<file path="src/rtl/reg_writeback.sv">
// Write-back stage: queues ALU and load results in order and retires one
// register-file write per cycle, exposing pending/forwarding info to decode.
module reg_writeback #(
    parameter int DATA_W = 8,
    parameter int ADDR_W = 4,
    parameter int DEPTH  = 4
) (
    input  logic                       clk,
    input  logic                       rst_n,
    input  logic                       alu_valid,
    output logic                       alu_ready,
    input  logic [ADDR_W-1:0]          alu_addr,
    input  logic [DATA_W-1:0]          alu_data,
    input  logic                       mem_valid,
    output logic                       mem_ready,
    input  logic [ADDR_W-1:0]          mem_addr,
    input  logic [DATA_W-1:0]          mem_data,
    input  logic                       wb_hold,
    output logic                       rf_en,
    output logic [ADDR_W-1:0]          rf_waddr,
    output logic [DATA_W-1:0]          rf_wdata,
    output logic [$clog2(DEPTH):0]     count,
    output logic [2**ADDR_W-1:0]       pending,
    input  logic [ADDR_W-1:0]          fwd_addr,
    output logic                       fwd_hit,
    output logic [DATA_W-1:0]          fwd_data
);
    localparam int PTR_W = $clog2(DEPTH);
    localparam int CNT_W = PTR_W + 1;

    logic [ADDR_W-1:0] r_q_addr [DEPTH];
    logic [DATA_W-1:0] r_q_data [DEPTH];
    logic [PTR_W-1:0]  r_head;
    logic [PTR_W-1:0]  r_tail;
    logic [CNT_W-1:0]  r_count;
    logic              r_rf_en;
    logic [ADDR_W-1:0] r_rf_waddr;
    logic [DATA_W-1:0] r_rf_wdata;

    logic              w_full;
    logic              w_push;
    logic              w_pop;
    logic [ADDR_W-1:0] w_push_addr;
    logic [DATA_W-1:0] w_push_data;
    logic [DEPTH-1:0]  w_valid;

    assign w_full    = (r_count == CNT_W'(DEPTH));
    assign alu_ready = !w_full;
    assign mem_ready = !w_full && !alu_valid;

    // ALU wins any contention, so at most one result enters per cycle.
    assign w_push      = (alu_valid && alu_ready) || (mem_valid && mem_ready);
    assign w_push_addr = alu_valid ? alu_addr : mem_addr;
    assign w_push_data = alu_valid ? alu_data : mem_data;
    assign w_pop       = (r_count != '0) && !wb_hold;

    // Slot gi holds a live entry when its distance from head is below count.
    generate
        for (genvar gi = 0; gi < DEPTH; gi++) begin : g_valid
            assign w_valid[gi] = ({1'b0, PTR_W'(gi) - r_head} < r_count);
        end
    endgenerate

    always_ff @(posedge clk) begin
        if (w_push) begin
            r_q_addr[r_tail] <= w_push_addr;
            r_q_data[r_tail] <= w_push_data;
        end
    end

    always_ff @(posedge clk or negedge rst_n) begin
        if (!rst_n) begin
            r_head     <= '0;
            r_tail     <= '0;
            r_count    <= '0;
            r_rf_en    <= 1'b0;
            r_rf_waddr <= '0;
            r_rf_wdata <= '0;
        end else begin
            if (w_push) begin
                r_tail <= r_tail + 1'b1;
            end
            if (w_pop) begin
                r_head     <= r_head + 1'b1;
                r_rf_en    <= 1'b1;
                r_rf_waddr <= r_q_addr[r_head];
                r_rf_wdata <= r_q_data[r_head];
            end else begin
                r_rf_en    <= 1'b0;
            end
            case ({w_push, w_pop})
                2'b10:   r_count <= r_count + 1'b1;
                2'b01:   r_count <= r_count - 1'b1;
                default: r_count <= r_count;
            endcase
        end
    end

    assign rf_en    = r_rf_en;
    assign rf_waddr = r_rf_waddr;
    assign rf_wdata = r_rf_wdata;
    assign count    = r_count;

    always_comb begin
        pending = '0;
        for (int i = 0; i < DEPTH; i++) begin
            if (w_valid[i]) begin
                pending[r_q_addr[i]] = 1'b1;
            end
        end
        if (r_rf_en) begin
            pending[r_rf_waddr] = 1'b1;
        end
    end

    // Scan oldest to newest after the rf stage so the newest match wins.
    always_comb begin
        fwd_hit  = 1'b0;
        fwd_data = '0;
        if (r_rf_en && (r_rf_waddr == fwd_addr)) begin
            fwd_hit  = 1'b1;
            fwd_data = r_rf_wdata;
        end
        for (int k = 0; k < DEPTH; k++) begin
            if ((CNT_W'(k) < r_count) && (r_q_addr[r_head + PTR_W'(k)] == fwd_addr)) begin
                fwd_hit  = 1'b1;
                fwd_data = r_q_data[r_head + PTR_W'(k)];
            end
        end
    end
endmodule

</file>
<file path="config.mk">
export PLATFORM = sky130hd
export DESIGN_NAME = reg_writeback
export DESIGN_NICKNAME = d
export VERILOG_FILES = /design/src/rtl/reg_writeback.sv
export SDC_FILE = /design/constraint.sdc
export NUM_CORES = 1
export LEC_CHECK = 0
export CORE_UTILIZATION = 35
export CTS_CLUSTER_SIZE = 16
export DETAILED_ROUTE_END_ITERATION = 10
export PLACE_DENSITY = 0.54
export SKIP_CTS_REPAIR_TIMING = 1
export SLEW_MARGIN = 25
export SYNTH_ARGS = -nofsm -noshare
export SYNTH_HDL_FRONTEND = slang
export SYNTH_SLANG_ARGS = --single-unit
</file>
<file path="constraint.sdc">
create_clock -name clk -period 4.74 [get_ports clk]
set_input_delay 0.948 -clock clk [delete_from_list [all_inputs] [get_ports clk]]
set_output_delay 0.948 -clock clk [all_outputs]
set_load 0.01 [all_outputs]
</file>
==> flow_metrics.py <==
metrics = {
    "worst_setup_path": {
        "required_ps": 3790,
        "crit_type": "primary input to output port",
        "cp_data_arrival_time_ps": 3710,
        "reg2reg_from": "count[0]",
        "worstReg2RegEnd": "r_q_data[3][2]",
        "timing.critical_path.fanout_max": 8,
        "start_kind": "primary input",
        "crit_path_end_kind": "output port",
        "reg2reg_slack_ps": 2360,
        "startpoint": "fwd_addr[1]",
        "rr_worst_depth": 5,
    },
    "timing": {
        "worst_slack_ps": 80.85,
        "setup_viol": 0,
        "finalCritPeriodShare_pct": 98.29,
        "tightest_slew_ps": 763.5,
        "report.final.slew_viol_count": 0,
        "final_hold_viol_count": 0,
        "skew_ps": 5.071,
        "holdWs_ps": 544.1,
        "rsz0062_at_grt": "no",
        "relSlewSlack_pct": 49.10,
        "setup_tns_ps": 0,
        "min_period_ps": 4659,
        "max_freq_mhz": 214.6,
    },
    "layout": {
        "diodes": 0,
        "nNetsFinal": 538,
        "final_cell_mix": "clkdlybuf4s50_1, edfxtp_1, mux4_2",
        "drive_above_1_share_pct": 19.92,
        "nFillCells": 1331,
        "seq_area_sq_um": 1947,
        "final_common_cell": "clkdlybuf4s50_1",
        "multi_input_comb_area_sq_um": 2944,
        "fin_area_sq_um": 6305,
        "post-route-util_pct": 45.07,
        "synthToLayoutAreaGrowth_pct": 24.27,
    },
    "logic_synthesis": {
        "synth_cells": 425,
        "synth.area.top_cells": "edfxtp_1, mux4_2, dfrtp_1",
        "synth_top_area_share_pct": 28.41,
        "ys_seq_area_share_pct": 38.27,
        "ys_ff_latch": 68,
        "yosysTopAreaCell": "edfxtp_1",
        "synth_area_sq_um": 5074,
        "ys_warn_count": 0,
        "ys_async_sr_fraction_pct": 29.41,
        "syn_area_per_cell_sq_um": 11.94,
        "syn-num-nets": 471,
        "synth.distinct_cells": 47,
        "synth_edf_count": 48,
        "ys.flop_type": "edfxtp_1",
    },
    "placement": {
        "io_buffers": 75,
        "gp_congestion": 0.7903,
        "dp_hpwl_microns": 10440,
        "pre_cts_ws_ps": 0.3877,
        "place_area_sq_um": 5969,
    },
    "clock_tree": {
        "clockBufferDepth": 2,
        "clock_sinks": 68,
        "htreeDepth": 3,
        "cts_inserted_buffers": 9,
        "cts-root-buf": "clkbuf_16",
        "clk_latency_ps": 340,
        "clk_pin_slew_ps": 50,
        "cts_tree": "done",
    },
    "route": {
        "drt_pass1_iterations": 5,
        "via_per_inst": 5.790,
        "drcViolationCount": 0,
        "first_iter_violations": 246,
        "wl_per_cell_microns": 20.72,
        "wl_microns": 14030,
        "ant_nets": 0,
        "vias": 3920,
    },
    "power": {
        "powerDensity_nw_per_um2": 711.3,
        "leakagePower_nw": 2.187,
        "ir_drop_uv": 381.2,
    },
    "die": {
        "die_x_microns": 122.4,
        "die_y_microns": 122.4,
        "core_sq_um": 13990,
        "rows": 43,
        "initial_core_util_pct": 36.27,
        "ios": 76,
        "die_area_sq_um": 14980,
    },
    "global_route": {
        "grt-ovfl-total": 0,
        "grt_max_degree": 34,
        "antenna_found_initial": 0,
        "grt_pass1_wl_microns": 21730,
        "grt_pass1_vias": 3825,
        "track_usage_pct": 19.68,
    },
    "status": {
        "status": "finished, final reports clean",
    },
    "job": {
        "drv_cap": 0,
    },
    "min_path": {
        "whs_path_depth": 1,
        "whs_endpoint": "rf_wdata[2]",
        "hp-start": "rf_wdata[2]",
        "min_path_type": "register to register",
    },
}
-- kinds of logic after synthesis --
family                     after synthesis  share of synthesized area, %
and+or+nand+nor                        109                         11.20
AOI/OAI and AO/OA                       84                         11.94
muxes                                   82                         26.39
DFF                                     68                         38.27
buffers and inverters                   39                         3.823
xor gates and xnor gates                30                         5.179
adders and majority gates               13                         3.206
-- critical path, cell delays in order --
cell             delay, ps
clkdlybuf4s50_1        610
xor2_1                 260
a311oi_2               350
o21a_1                 310
nor2_4                 120
a221oi_1               420
o221ai_1               180
clkdlybuf4s50_1        510
-- per-stage QoR --
stage | total power [W] | cells
2_1_floorplan | 0.002856 | 425
3_3_place_gp | 0.003749 | 661
3_5_place_dp | 0.003770 | 661
4_1_cts | 0.004523 | 677
5_1_grt | 0.004801 | 677
6_report | 0.004484 | 677
-- per-layer routing --
metal | up-vias | global-route usage, % | share of wire, %
li1 | 1812 | - | -
met1 | 1973 | 27.39 | 46
met2 | 117 | 30.62 | 47
met3 | 18 | 4.089 | 5.1
met4 | 0 | 6.098 | 1.4
met5 | - | 0 | 0
-- where the power goes --
group | leakage (nW) | internal [W] | switching [W] | total [W]
Combinational | 1.36 | 0.00133 | 0.00120 | 0.00253
Clock | 0.152 | 0.000477 | 0.000257 | 0.000734
Sequential | 0.676 | 0.000879 | 0.000342 | 0.00122
Total | 2.19 | 0.00269 | 0.00180 | 0.00448
-- worst max-delay path by stage --
stage / end / slack [ps] / cells after the start
finish: fwd_data[3] / 80 / 8
floorplan: pending[0] / 750 / 12
global route: pending[2] / 9 / 8
detailed placement: fwd_data[3] / 0.4 / 8
global placement: fwd_data[3] / -80 / 8
CTS: fwd_data[3] / -100 / 8
-- synthesized netlist by cell type (all sizes together) (2+ instances only) --
cell type  instances
nand3              7
nor3               8
edfxtp            48
clkbuf            13
mux2i             19
nand2             38
o21a               2
nor2b              6
inv                9
nand2b             6
o21ai             16
a221oi            10
a221o              6
xor2              14
o311ai             4
mux4              39
nor2              19
nor4               3
o211ai             7
a21oi             13
a31oi              3
a22oi              6
ha                13
and2               6
mux2              24
nand3b             2
and3               4
nor3b              6
or3                2
dfrtp             20
buf               17
xnor2             16
o221ai            13
-- registers in the layout, summed over array words and instances, names as in the netlist --
signal and cells:
r_q_addr 16, rf_en 1, r_q_data 32, count 3, r_tail 2, rf_waddr 4
r_head 2, rf_wdata 8
-- final cells by class --
| cell class | instances | share of cell area [%] |
|---|---|---|
| multi-input cells | 318 | 46.70 |
| flip-flops and latches | 68 | 30.88 |
| repair buffers | 86 | 13.14 |
| clock buffers | 11 | 3.850 |
| well taps | 180 | 3.572 |
| clock inverters | 5 | 1.330 |
| inverters | 9 | 0.5358 |
Note: power is estimated with default switching activity, not from simulation.
